**src/rtl/dsi_packet_assembler_pkg.sv**
```systemverilog
// Shared types, DSI constants and header ECC for the DSI packet assembler.
package dsi_packet_assembler_pkg;

    typedef enum logic [2:0] {
        StIdle,
        StHdr,
        StPayload,
        StCrcLo,
        StCrcHi
    } state_e;

    localparam logic [5:0]  DT_DCS_SHORT_WR = 6'h05;
    localparam logic [5:0]  DT_DCS_LONG_WR  = 6'h39;
    localparam logic [15:0] CRC_SEED        = 16'hFFFF;
    localparam logic [15:0] CRC_POLY_REFL   = 16'h8408;

    // d = {WC[15:8], WC[7:0], DI}; returns {2'b00, P5..P0}
    function automatic logic [7:0] dsi_ecc(input logic [23:0] d);
        logic [5:0] p;
        p[0] = d[0] ^ d[1] ^ d[2] ^ d[4] ^ d[5] ^ d[7] ^ d[10] ^ d[11] ^ d[13] ^ d[16]
             ^ d[20] ^ d[21] ^ d[22] ^ d[23];
        p[1] = d[0] ^ d[1] ^ d[3] ^ d[4] ^ d[6] ^ d[8] ^ d[10] ^ d[12] ^ d[14] ^ d[17]
             ^ d[20] ^ d[21] ^ d[22] ^ d[23];
        p[2] = d[0] ^ d[2] ^ d[3] ^ d[5] ^ d[6] ^ d[9] ^ d[11] ^ d[12] ^ d[15] ^ d[18]
             ^ d[20] ^ d[21] ^ d[22];
        p[3] = d[1] ^ d[2] ^ d[3] ^ d[7] ^ d[8] ^ d[9] ^ d[13] ^ d[14] ^ d[15] ^ d[19]
             ^ d[20] ^ d[21] ^ d[23];
        p[4] = d[4] ^ d[5] ^ d[6] ^ d[7] ^ d[8] ^ d[9] ^ d[16] ^ d[17] ^ d[18] ^ d[19]
             ^ d[20] ^ d[22] ^ d[23];
        p[5] = d[10] ^ d[11] ^ d[12] ^ d[13] ^ d[14] ^ d[15] ^ d[16] ^ d[17] ^ d[18]
             ^ d[19] ^ d[21] ^ d[22] ^ d[23];
        return {2'b00, p};
    endfunction

endpackage

```
**src/rtl/dsi_packet_assembler_crc16.sv**
```systemverilog
// Byte-wide CRC-16 (x^16+x^12+x^5+1, LSB-first) next-state function.
module dsi_crc16
    import dsi_packet_assembler_pkg::*;
(
    input  logic [15:0] crc_i,
    input  logic [7:0]  data_i,
    output logic [15:0] crc_o
);

    always_comb begin
        logic [15:0] c;
        c = crc_i ^ {8'h00, data_i};
        for (int i = 0; i < 8; i++) begin
            c = c[0] ? ((c >> 1) ^ CRC_POLY_REFL) : (c >> 1);
        end
        crc_o = c;
    end

endmodule

```
**src/rtl/dsi_packet_assembler.sv**
```systemverilog
// Serialises DSI short/long packets into the dsi_lane byte handshake, adding ECC and CRC.
module dsi_packet_assembler
    import dsi_packet_assembler_pkg::*;
#(
    parameter bit CRC_EN = 1'b1,
    parameter bit ECC_EN = 1'b1
) (
    input  logic        clk_base,
    input  logic        reset_n,
    input  logic        pkt_valid_i,
    output logic        pkt_ready_o,
    input  logic        pkt_long_i,
    input  logic        pkt_hs_i,
    input  logic [7:0]  pkt_di_i,
    input  logic [15:0] pkt_wc_i,
    input  logic        pl_valid_i,
    input  logic [7:0]  pl_data_i,
    output logic        pl_ready_o,
    input  logic        lane_data_ready_i,
    output logic        lane_data_write_o,
    output logic [7:0]  lane_data_o,
    output logic        lane_data_type_o,
    output logic        lane_end_of_frame_o,
    output logic        lane_dummy_frame_o,
    output logic        busy_o
);

    state_e      state_q;
    logic [1:0]  byte_idx_q;
    logic [7:0]  di_q;
    logic [15:0] wc_q;
    logic        long_q;
    logic        hs_q;
    logic [7:0]  ecc_q;
    logic [15:0] cnt_q;
    logic [15:0] crc_q;
    logic [15:0] crc_d;
    logic [15:0] crc_out;
    logic        write;
    logic [7:0]  byte_mux;

    dsi_crc16 u_crc (
        .crc_i  (crc_q),
        .data_i (pl_data_i),
        .crc_o  (crc_d)
    );

    assign crc_out = CRC_EN ? crc_q : 16'h0000;

    always_comb begin
        busy_o      = (state_q != StIdle);
        pkt_ready_o = (state_q == StIdle);
        pl_ready_o  = (state_q == StPayload) && lane_data_ready_i;
        write       = busy_o && lane_data_ready_i && ((state_q != StPayload) || pl_valid_i);

        byte_mux = 8'h00;
        unique case (state_q)
            StHdr: begin
                unique case (byte_idx_q)
                    2'd0: byte_mux = di_q;
                    2'd1: byte_mux = wc_q[7:0];
                    2'd2: byte_mux = wc_q[15:8];
                    2'd3: byte_mux = ecc_q;
                endcase
            end
            StPayload: byte_mux = pl_data_i;
            StCrcLo:   byte_mux = crc_out[7:0];
            StCrcHi:   byte_mux = crc_out[15:8];
            default:   byte_mux = 8'h00;
        endcase

        lane_data_write_o   = write;
        lane_dummy_frame_o  = write;
        lane_data_o         = write ? byte_mux : 8'h00;
        lane_data_type_o    = busy_o && hs_q;
        lane_end_of_frame_o = write && (((state_q == StHdr) && (byte_idx_q == 2'd3) && !long_q)
                                        || (state_q == StCrcHi));
    end

    always_ff @(posedge clk_base or negedge reset_n) begin
        if (!reset_n) begin
            state_q    <= StIdle;
            byte_idx_q <= 2'd0;
            di_q       <= 8'h00;
            wc_q       <= 16'h0000;
            long_q     <= 1'b0;
            hs_q       <= 1'b0;
            ecc_q      <= 8'h00;
            cnt_q      <= 16'h0000;
            crc_q      <= 16'h0000;
        end else begin
            unique case (state_q)
                StIdle: begin
                    if (pkt_valid_i) begin
                        di_q       <= pkt_di_i;
                        wc_q       <= pkt_wc_i;
                        long_q     <= pkt_long_i;
                        hs_q       <= pkt_hs_i;
                        ecc_q      <= ECC_EN ? dsi_ecc({pkt_wc_i, pkt_di_i}) : 8'h00;
                        crc_q      <= CRC_SEED;
                        byte_idx_q <= 2'd0;
                        state_q    <= StHdr;
                    end
                end
                StHdr: begin
                    if (write) begin
                        if (byte_idx_q == 2'd3) begin
                            if (!long_q) begin
                                state_q <= StIdle;
                            end else if (wc_q == 16'h0000) begin
                                state_q <= StCrcLo;
                            end else begin
                                cnt_q   <= wc_q;
                                state_q <= StPayload;
                            end
                        end else begin
                            byte_idx_q <= byte_idx_q + 2'd1;
                        end
                    end
                end
                StPayload: begin
                    if (write) begin
                        crc_q <= crc_d;
                        cnt_q <= cnt_q - 16'd1;
                        if (cnt_q == 16'd1) begin
                            state_q <= StCrcLo;
                        end
                    end
                end
                StCrcLo: begin
                    if (write) begin
                        state_q <= StCrcHi;
                    end
                end
                StCrcHi: begin
                    if (write) begin
                        state_q <= StIdle;
                    end
                end
                default: state_q <= StIdle;
            endcase
        end
    end

endmodule
```
**config.mk**
```make
export PLATFORM = sky130hd
export DESIGN_NAME = dsi_packet_assembler
export DESIGN_NICKNAME = d
export VERILOG_FILES = /design/src/rtl/dsi_packet_assembler_pkg.sv /design/src/rtl/dsi_packet_assembler_crc16.sv /design/src/rtl/dsi_packet_assembler.sv
export SDC_FILE = /design/constraint.sdc
export NUM_CORES = 1
export LEC_CHECK = 0
export BUFFER_PORTS_ARGS = -buffer_cell sky130_fd_sc_hd__buf_4
export CAP_MARGIN = 20
export CORE_ASPECT_RATIO = 1.4
export CORE_MARGIN = 2
export CORE_UTILIZATION = 40
export CTS_CLUSTER_DIAMETER = 100
export DETAILED_ROUTE_END_ITERATION = 7
export PLACE_DENSITY = 0.67
export SKIP_LAST_GASP = 1
export SLEW_MARGIN = 25
export SYNTH_ARGS = -nofsm -noshare
export SYNTH_HDL_FRONTEND = slang
export SYNTH_HIERARCHICAL = 1
export SYNTH_SLANG_ARGS = --single-unit
```
**constraint.sdc**
```tcl
create_clock -name clk_base -period 5.22 [get_ports clk_base]
set_clock_uncertainty 0.15 [all_clocks]
set_input_delay 1.044 -clock clk_base [delete_from_list [all_inputs] [get_ports clk_base]]
set_output_delay 1.044 -clock clk_base [all_outputs]
set_load 0.02 [all_outputs]
```
==> impl_metrics.yaml, run 1 <==
setup_path:
  r2r-start: "state_q[0]"
  r2r_end: "cnt_q[1]"
  cp-end-kind: "output port"
  startpoint: "pl_valid_i"
  crit_slowest_cell: "o21ai_1"
  critPathBufInv: 3
  path_cells: "buf_4 -> a211o_1 -> nand2_1 -> inv_2 -> o21ai_1 -> nor2_1 -> buf_4"
  crit_top_cell: "buf_4"
  slowest_delay_ns: 0.37
  cp_data_required_time_ns: 4.03
  reg2reg_depth: 4
  critical_path.top_delay_family: "compound AO/OA/AOI/OAI gates"
  crit_fanout: 11
  crit_path_start_kind: "input port"
  rrSetupSlack_ns: 2.57
  crit_arrival_ns: 2.68
  critPathKind: "input port to output port"
global_route:
  grt_max_degree: 70
  grt_pass1_vias: 3903
  antenna_found_initial: 0
  overflow: 0
  gr-usage-all-layers_pct: 20.6
  grt_pass1_wl_mm: 20.2
yosys:
  yosysMostFrequentCell: "nand2_1"
  yosys.area.top_type: "dfrtp_1"
  mappedNetlistArea_um2: 4730
  yosysTopAreaCellShare_pct: 36.5
  synth_warnings: 6
  synth_seq_area_share_pct: 36.5
  synth_cell_type_count: 58
  synth.area.top_cells: "dfrtp_1 (37%), xnor2_1 (9.1%), nand2_1 (8.8%), nor2_1 (4.4%), xor3_1 (3.0%)"
  synth_nets: 572
  ys.flop_type: "dfrtp_1"
  ys_top_cells_by_count: "nand2_1 (111), dfrtp_1 (69), nor2_1 (55)"
  synth-async-reset-ratio_pct: 100
  synth_edf_count: 0
  ys_ff_latch: 69
  syn_avg_cell_area_um2: 8.97
  synthCells: 527
layout:
  n_fill_cell: 1154
  final_area_um2: 5470
  layout-drive-gt1-share_pct: 19.3
  antenna_cells: 0
  area_growth_pct: 15.7
  layout.nets: 611
  multi_input_comb_area_um2: 2800
  regArea_um2: 1730
  fin_cells: 718
sta:
  tightest_slew_ns: 0.879
  hold-worst-slack_ns: 0.325
  fin_tns_setup_ns: 0
  min_period_ns: 3.88
  slew-limit-headroom_pct: 41.4
  hold_viol: 0
  fmax_mhz: 258
  fin_crit_sh_pct: 74.3
  rsz0062_at_grt: "false"
  setup_viol: 0
  drv_slew: 0
run_status:
  status: "finished, final reports clean"
clock_tree:
  clk_pin_slew_ns: 0.05
  numCtsBuffers: 9
  clock_sinks: 69
  cts_tree: "done"
  cts_setup_buffers: 0
  htree_levels: 3
  hold_buffers: 0
  clkLatencyLatePin_ns: 0.34
  cts_buffer_depth: 2
  post_cts_resize_count: 0
  clock-root-buffer: "clkbuf_16"
place:
  dp_cells: 702
  gp_congestion: 0.860
  hpwl_mm: 9.02
  portBuffers: 53
  placement.cell_area_um2: 5160
worst_hold_path:
  hold_path.class: "flip-flop to flip-flop"
  whs_endpoint: "hs_q"
  hold_start: "hs_q"
  hold_depth: 2
route:
  wl_per_cell_um: 17.2
  wl_mm: 12.3
  vias: 3966
  drt_iter0_drc: 310
  firstDrtPassIters: 7
  antenna_left: 0
  via_per_inst: 5.52
  drcViolationCount: 0
power:
  pwr-share-seq_pct: 34.3
  pwr-share-comb_pct: 45.9
  p_leak_nw: 2.38
  internal_power_mw: 1.81
  power_frac_clock_pct: 19.8
  power_switching_mw: 1.29
  power_mw: 3.10
  irDropWorstVdd_uv: 200
  swShare_pct: 41.5
  power_density_nw_per_um2: 567
floorplan:
  die_h_um: 133
  die_area_um2: 12700
  num_rows: 47
  core_area_um2: 11700
  start_util_pct: 40.4
  pin_count: 54
  die_width_um: 95.9
flow_run:
  cap_violations: 0
==> power by group through the flow <==
stage	Clock (mW)	Combinational [mW]	Sequential [mW]
after floorplan	0	1.18	0.956
after global placement	0	1.38	1.05
after detailed placement	0	1.42	1.06
after CTS	0.622	1.43	1.05
after global routing	0.646	1.57	1.10
final	0.614	1.42	1.06
==> tightest hold or removal path, delay by kind of cell (launching register included) <==
| kind | cells | cell delay, ns |
|---|---|---|
| AND/OR/NAND/NOR | 2 | 0.11 |
| flip-flops | 1 | 0.34 |
==> per-stage QoR <==
step / util (%) / setup WS [ns]
6_report: 46.7 / 1.34
5_1_grt: 46.7 / 1.14
4_1_cts: 46.7 / 1.32
3_5_place_dp: 44.1 / 1.32
3_3_place_gp: 44.1 / 1.37
2_1_floorplan: - / 2.08
==> how the worst max path moves through the flow <==
stage / to / cells past startpoint
3_5_place_dp: lane_data_o[4] / 7
6_report: lane_data_o[4] / 7
4_1_cts: lane_data_o[4] / 7
2_1_floorplan: lane_data_o[0] / 5
5_1_grt: lane_data_o[5] / 6
3_3_place_gp: lane_data_o[1] / 7
==> layer usage <==
layer	track usage, %	share of wire (%)	up-vias
met5	0	0	-
met4	8.33	2.8	0
met3	3.64	4.8	24
met2	32.6	49	129
met1	27.5	43	1899
li1	-	-	1914
==> cell families after synthesis <==
kind of cell	synth area share, %
AO/OA/AOI/OAI	15.0
XOR/XNOR	17.1
adder cells (fa/ha/maj)	1.59
buffers and inverters	4.13
flip-flops	36.5
multiplexers	2.57
AND/OR/NAND/NOR	23.0
==> cells in the final DEF, fill, tap and decap left out, types with 4 or more instances in the layout <==
| cell type | n |
|---|---|
| a21oi_1 | 19 |
| a222oi_1 | 14 |
| a22oi_1 | 5 |
| a31oi_1 | 5 |
| buf_4 | 56 |
| clkbuf_16 | 9 |
| dfrtp_1 | 69 |
| ha_1 | 6 |
| inv_1 | 7 |
| mux2_2 | 8 |
| nand2_1 | 111 |
| nand3_1 | 4 |
| nand4_1 | 4 |
| nor2_1 | 55 |
| nor3_1 | 11 |
| nor3_2 | 12 |
| nor4_1 | 7 |
| o21ai_0 | 22 |
| o21ai_1 | 20 |
| o22ai_1 | 4 |
| o31ai_1 | 4 |
| xnor2_1 | 49 |
| xor2_1 | 12 |
| xor3_1 | 6 |
==> final cells by class <==
type                    instances  area share [%]
multi-input cells             422            51.3
flip-flops and latches         69            31.6
repair buffers                 56            7.69
clock buffers                  10            4.37
well taps                     147            3.36
clock inverters                 6            1.14
inverters                       8           0.549
==> flip-flops by register name (all words and copies together), names as in the netlist <==
register and count:
hs_q 1, wc_q 16, long_q 1, byte_idx_q 2, ecc_q 6, state_q 3
cnt_q 16, di_q 8, crc_out 16
No activity file was read; power rests on OpenSTA's default activity.
==> inputs of run 2 (changes only) <==
Settings changed: PLACE_DENSITY 0.67 to 0.69.
Clock period 5.22 ns to 3.52 ns, I/O delays scaled along.
==> run 2 against run 1 <==
Net effect:
- hold slack worse by 0.0042 ns
- clock power up 63%
- register-to-register slack got worse by 1.5 ns
- final cell count is 0.28% higher
- design area up 0.85%
- worst setup slack worse by 1.0 ns
- wire length is 0.83% lower
- clock-buffer cell count stayed put
- sequential power grew 48%
- critical path depth unchanged
==> impl_metrics.yaml, run 2 (synthesis gave the netlist of run 1 again) <==
setup_path:
  r2r-start: "byte_idx_q[1]"
  slowest_delay_ns: 0.46
  r2r_end: "cnt_q[1]"
  crit_fanout: 8
  crit_path_start_kind: "flip-flop"
  path_cells: "inv_1 -> ha_1 -> a222oi_1 -> o21ai_0 -> a222oi_1 -> nor2_1 -> buf_4"
  cp-end-kind: "output port"
  crit_top_cell: "a222oi_1"
  reg2reg_depth: 5
  cp_data_required_time_ns: 2.67
  critical_path.top_delay_family: "compound AO/OA/AOI/OAI gates"
  rrSetupSlack_ns: 1.05
  critPathKind: "flip-flop to output port"
  critPathBufInv: 2
  crit_slowest_cell: "a222oi_1"
  crit_arrival_ns: 2.35
floorplan:
  die_area_um2: 12700
  start_util_pct: 40.4
  die_width_um: 95.9
  die_h_um: 133
  num_rows: 47
  pin_count: 54
  core_area_um2: 11700
clock_tree:
  numCtsBuffers: 9
  cts_tree: "done"
  hold_buffers: 0
  htree_levels: 3
  clk_pin_slew_ns: 0.06
  clkLatencyLatePin_ns: 0.34
  clock_sinks: 69
  cts_buffer_depth: 2
  clock-root-buffer: "clkbuf_16"
  post_cts_resize_count: 0
  cts_setup_buffers: 0
route:
  drt_iter0_drc: 317
  drcViolationCount: 0
  wl_per_cell_um: 17.0
  firstDrtPassIters: 6
  wl_mm: 12.2
  antenna_left: 0
  via_per_inst: 5.62
  vias: 4047
layout:
  area_growth_pct: 16.7
  layout.nets: 613
  layout_commonest_cell: "nand2_1"
  final_cell_mix: "nand2_1 (111), dfrtp_1 (69), buf_4 (58)"
  antenna_cells: 0
  layout-drive-gt1-share_pct: 19.5
sta:
  fin_crit_sh_pct: 91.0
  setup_ws_ns: 0.317
  rsz0062_at_grt: "false"
  min_period_ns: 3.20
  setup_viol: 0
  drv_slew: 0
  hold_viol: 0
  fin_tns_setup_ns: 0
  tightest_slew_ns: 0.885
  slew-limit-headroom_pct: 41.0
  fmax_mhz: 312
place:
  hpwl_mm: 8.92
  dp_slack_ns: 0.661
  gp_congestion: 0.890
  portBuffers: 53
worst_hold_path:
  hold_path.class: "flip-flop to flip-flop"
  hold_start: "hs_q"
  whs_endpoint: "hs_q"
  hold_depth: 2
power:
  p_leak_nw: 2.39
  irDropWorstVdd_uv: 298
  power_density_nw_per_um2: 850
global_route:
  grt_pass1_vias: 3930
  antenna_found_initial: 0
  grt_max_degree: 70
  overflow: 0
  gr-usage-all-layers_pct: 20.4
  grt_pass1_wl_mm: 20.2
run_status:
  status: "finished, final reports clean"
flow_run:
  cap_violations: 0
[run 2: changes by cell type in the layout (fill, tap and decap cells not counted)]
cell / delta
bufinv_16: +1
inv_6: +2
clkinv_2: -3
clkinv_4: -1
clkinvlp_4: +1
buf_4: +2
[run 2: metrics by stage]
| stage | cell area [um2] | util, % | hold WS, ns | instances | power (mW) |
|---|---|---|---|---|---|
| floorplan | 4730 | - | 0.258 | 527 | 3.16 |
| global placement | 5180 | 44.3 | 0.300 | 704 | 3.59 |
| detailed placement | 5180 | 44.3 | 0.312 | 704 | 3.67 |
| CTS | 5510 | 47.1 | 0.326 | 720 | 4.69 |
| global route | 5510 | 47.1 | 0.354 | 720 | 4.99 |
| finish | 5510 | 47.1 | 0.321 | 720 | 4.68 |
[run 2: worst max-delay path by stage]
stage                        from        endpoint  slack, ns  cells past startpoint
finish              byte_idx_q[1]  lane_data_o[5]       0.32                      7
global route           state_q[1]  lane_data_o[6]       0.18                      5
CTS                 byte_idx_q[1]  lane_data_o[5]       0.34                      7
detailed placement     pl_valid_i  lane_data_o[1]       0.66                      7
global placement       pl_valid_i  lane_data_o[1]       0.69                      7
floorplan              pl_valid_i  lane_data_o[0]       1.06                      5
[run 2: final cells by class]
type | instances | area, um2
multi-input combinational | 422 | 2800
fill | 1124 | 6190
sequential | 69 | 1730
clock inverter | 6 | 93.8
timing repair buffer | 58 | 435
inverter | 8 | 30.0
tap | 147 | 184
clock buffer | 10 | 239
[run 2: worst register-to-register path: cells and delay by family, from the launching register on]
kind | cells | cell delay, ns
AO/OA/AOI/OAI | 1 | 0.34
adder cells (fa/ha/maj) | 1 | 0.41
flip-flops | 1 | 0.42
multiplexers | 1 | 0.35
AND/OR/NAND/NOR | 2 | 0.68
[run 2: power breakdown]
part,total (mW),switching [mW],internal (mW)
clock network,1.00,0.358,0.645
registers,1.57,0.441,1.13
logic,2.11,1.12,0.991
total,4.68,1.91,2.77
[run 2: layer usage]
metal	part of all wire, %	vias to the layer above	GRT usage [%]	routed length (um)
li1	-	1926	-	-
met1	44	1940	28.2	5370
met2	48	152	31.2	5870
met3	5.3	29	4.21	643
met4	3.0	0	8.17	363
met5	0	-	0	0
==> inputs of run 3 (changes only) <==
Settings changed: CORE_UTILIZATION 40 to 54, PLACE_DENSITY 0.69 to 0.87.
==> run 3 against run 2 <==
Net effect:
- register-to-register slack hardly changed
- clock-buffer cell count is the same
- die area is 25% lower
- the run now ends with DRC left
==> impl_metrics.yaml, run 3 (synthesis gave the netlist of run 1 again) <==
layout:
  final_area_um2: 5440
  layout.nets: 613
  fin_cells: 678
  layout-drive-gt1-share_pct: 19.5
  antenna_cells: 0
  area_growth_pct: 15.0
  regArea_um2: 1730
  n_fill_cell: 721
  fin_util_pct: 63.5
  layout_commonest_cell: "nand2_1"
  multi_input_comb_area_um2: 2800
  final_cell_mix: "nand2_1 (111), dfrtp_1 (69), buf_4 (58)"
route:
  drt_iter0_drc: 565
  wl_per_cell_um: 18.3
  firstDrtPassIters: 8
  via_per_inst: 6.13
  antenna_left: 0
  wl_mm: 12.4
  vias: 4154
  drcViolationCount: 4
floorplan:
  die_h_um: 115
  num_rows: 40
  core_area_um2: 8560
  pin_count: 54
  die_width_um: 83.1
  die_area_um2: 9530
  start_util_pct: 55.2
sta:
  hold-worst-slack_ns: 0.318
  setup_ws_ns: 0.336
  fin_crit_sh_pct: 90.4
  fmax_mhz: 314
  min_period_ns: 3.18
  hold_viol: 0
  slew-limit-headroom_pct: 42.8
  tightest_slew_ns: 0.858
  setup_viol: 0
  drv_slew: 0
  fin_tns_setup_ns: 0
  rsz0062_at_grt: "false"
clock_tree:
  post_cts_resize_count: 0
  htree_levels: 3
  cts_tree: "done"
  clock-root-buffer: "clkbuf_16"
  numCtsBuffers: 9
  clk_pin_slew_ns: 0.06
  cts_setup_buffers: 0
  clock_sinks: 69
  cts_buffer_depth: 2
  clkLatencyLatePin_ns: 0.34
  hold_buffers: 0
flow_run:
  cap_violations: 0
setup_path:
  crit_path_start_kind: "flip-flop"
  cp-end-kind: "output port"
  reg2reg_depth: 5
  crit_arrival_ns: 2.33
  crit_fanout: 14
  critPathKind: "flip-flop to output port"
  cp_data_required_time_ns: 2.67
global_route:
  grt.met1_usage_pct: 31.1
  grt_pass1_wl_mm: 20.3
  grt_max_degree: 70
  overflow: 0
  grt_pass1_vias: 4000
  top_usage_layer: "met2"
  antenna_found_initial: 0
  grtUsageMet2_pct: 48.0
  gr-usage-met3_pct: 3.24
  gr-usage-all-layers_pct: 27.0
power:
  irDropWorstVdd_uv: 424
  p_leak_nw: 2.37
  power_density_nw_per_um2: 858
  power_mw: 4.67
place:
  placement.cell_area_um2: 5130
  dp_slack_ns: 0.653
  gp_congestion: 0.953
  dp_cells: 662
  hpwl_mm: 8.86
  portBuffers: 53
run_status:
  status: "finished, violations left"
  violations: "DRC"
worst_hold_path:
  hold_path.class: "input port to asynchronous set/reset pin"
run 3: cell count changes in the layout (fill, tap and decap cells not counted):
cell,previous run,this run
clkinvlp_4,1,3
bufinv_16,2,1
inv_6,2,1
run 3: final timing paths:
check	startpoint	to	slack (ns)
max in group asynchronous	reset_n	cnt_q[12]	2.34
hold reg to reg	di_q[7]	di_q[7]	0.33
setup reg to reg	byte_idx_q[1]	cnt_q[1]	1.05
min in group clk_base	di_q[7]	di_q[7]	0.33
setup / recovery	state_q[1]	lane_data_o[5]	0.34
hold / removal	reset_n	hs_q	0.32
run 3: worst max-delay path, stage by stage (launching register included):
cell and delay (ns):
dfrtp_1 0.60, nor2_1 0.14, and2_0 0.34, o21ai_1 0.60, nor2_1 0.13, buf_4 0.19
run 3: layout make-up:
type	count	area share, %
clock inverter	6	1.29
clock buffer	10	4.40
multi-input combinational	422	51.6
sequential	69	31.8
timing repair buffer	58	8.01
tap	105	2.42
inverter	8	0.552
run 3: metal layers:
metal / up-vias / share of wire (%)
li1: 1920 / -
met1: 1984 / 38
met2: 205 / 51
met3: 45 / 5.9
met4: 0 / 5.3
met5: - / 0
run 3: where the power goes:
part / total, mW / leakage (nW) / internal (mW) / switching, mW
Sequential: 1.57 / 0.843 / 1.13 / 0.440
Combinational: 2.16 / 1.39 / 0.993 / 1.16
Clock: 0.936 / 0.141 / 0.571 / 0.366
Total: 4.67 / 2.37 / 2.70 / 1.97
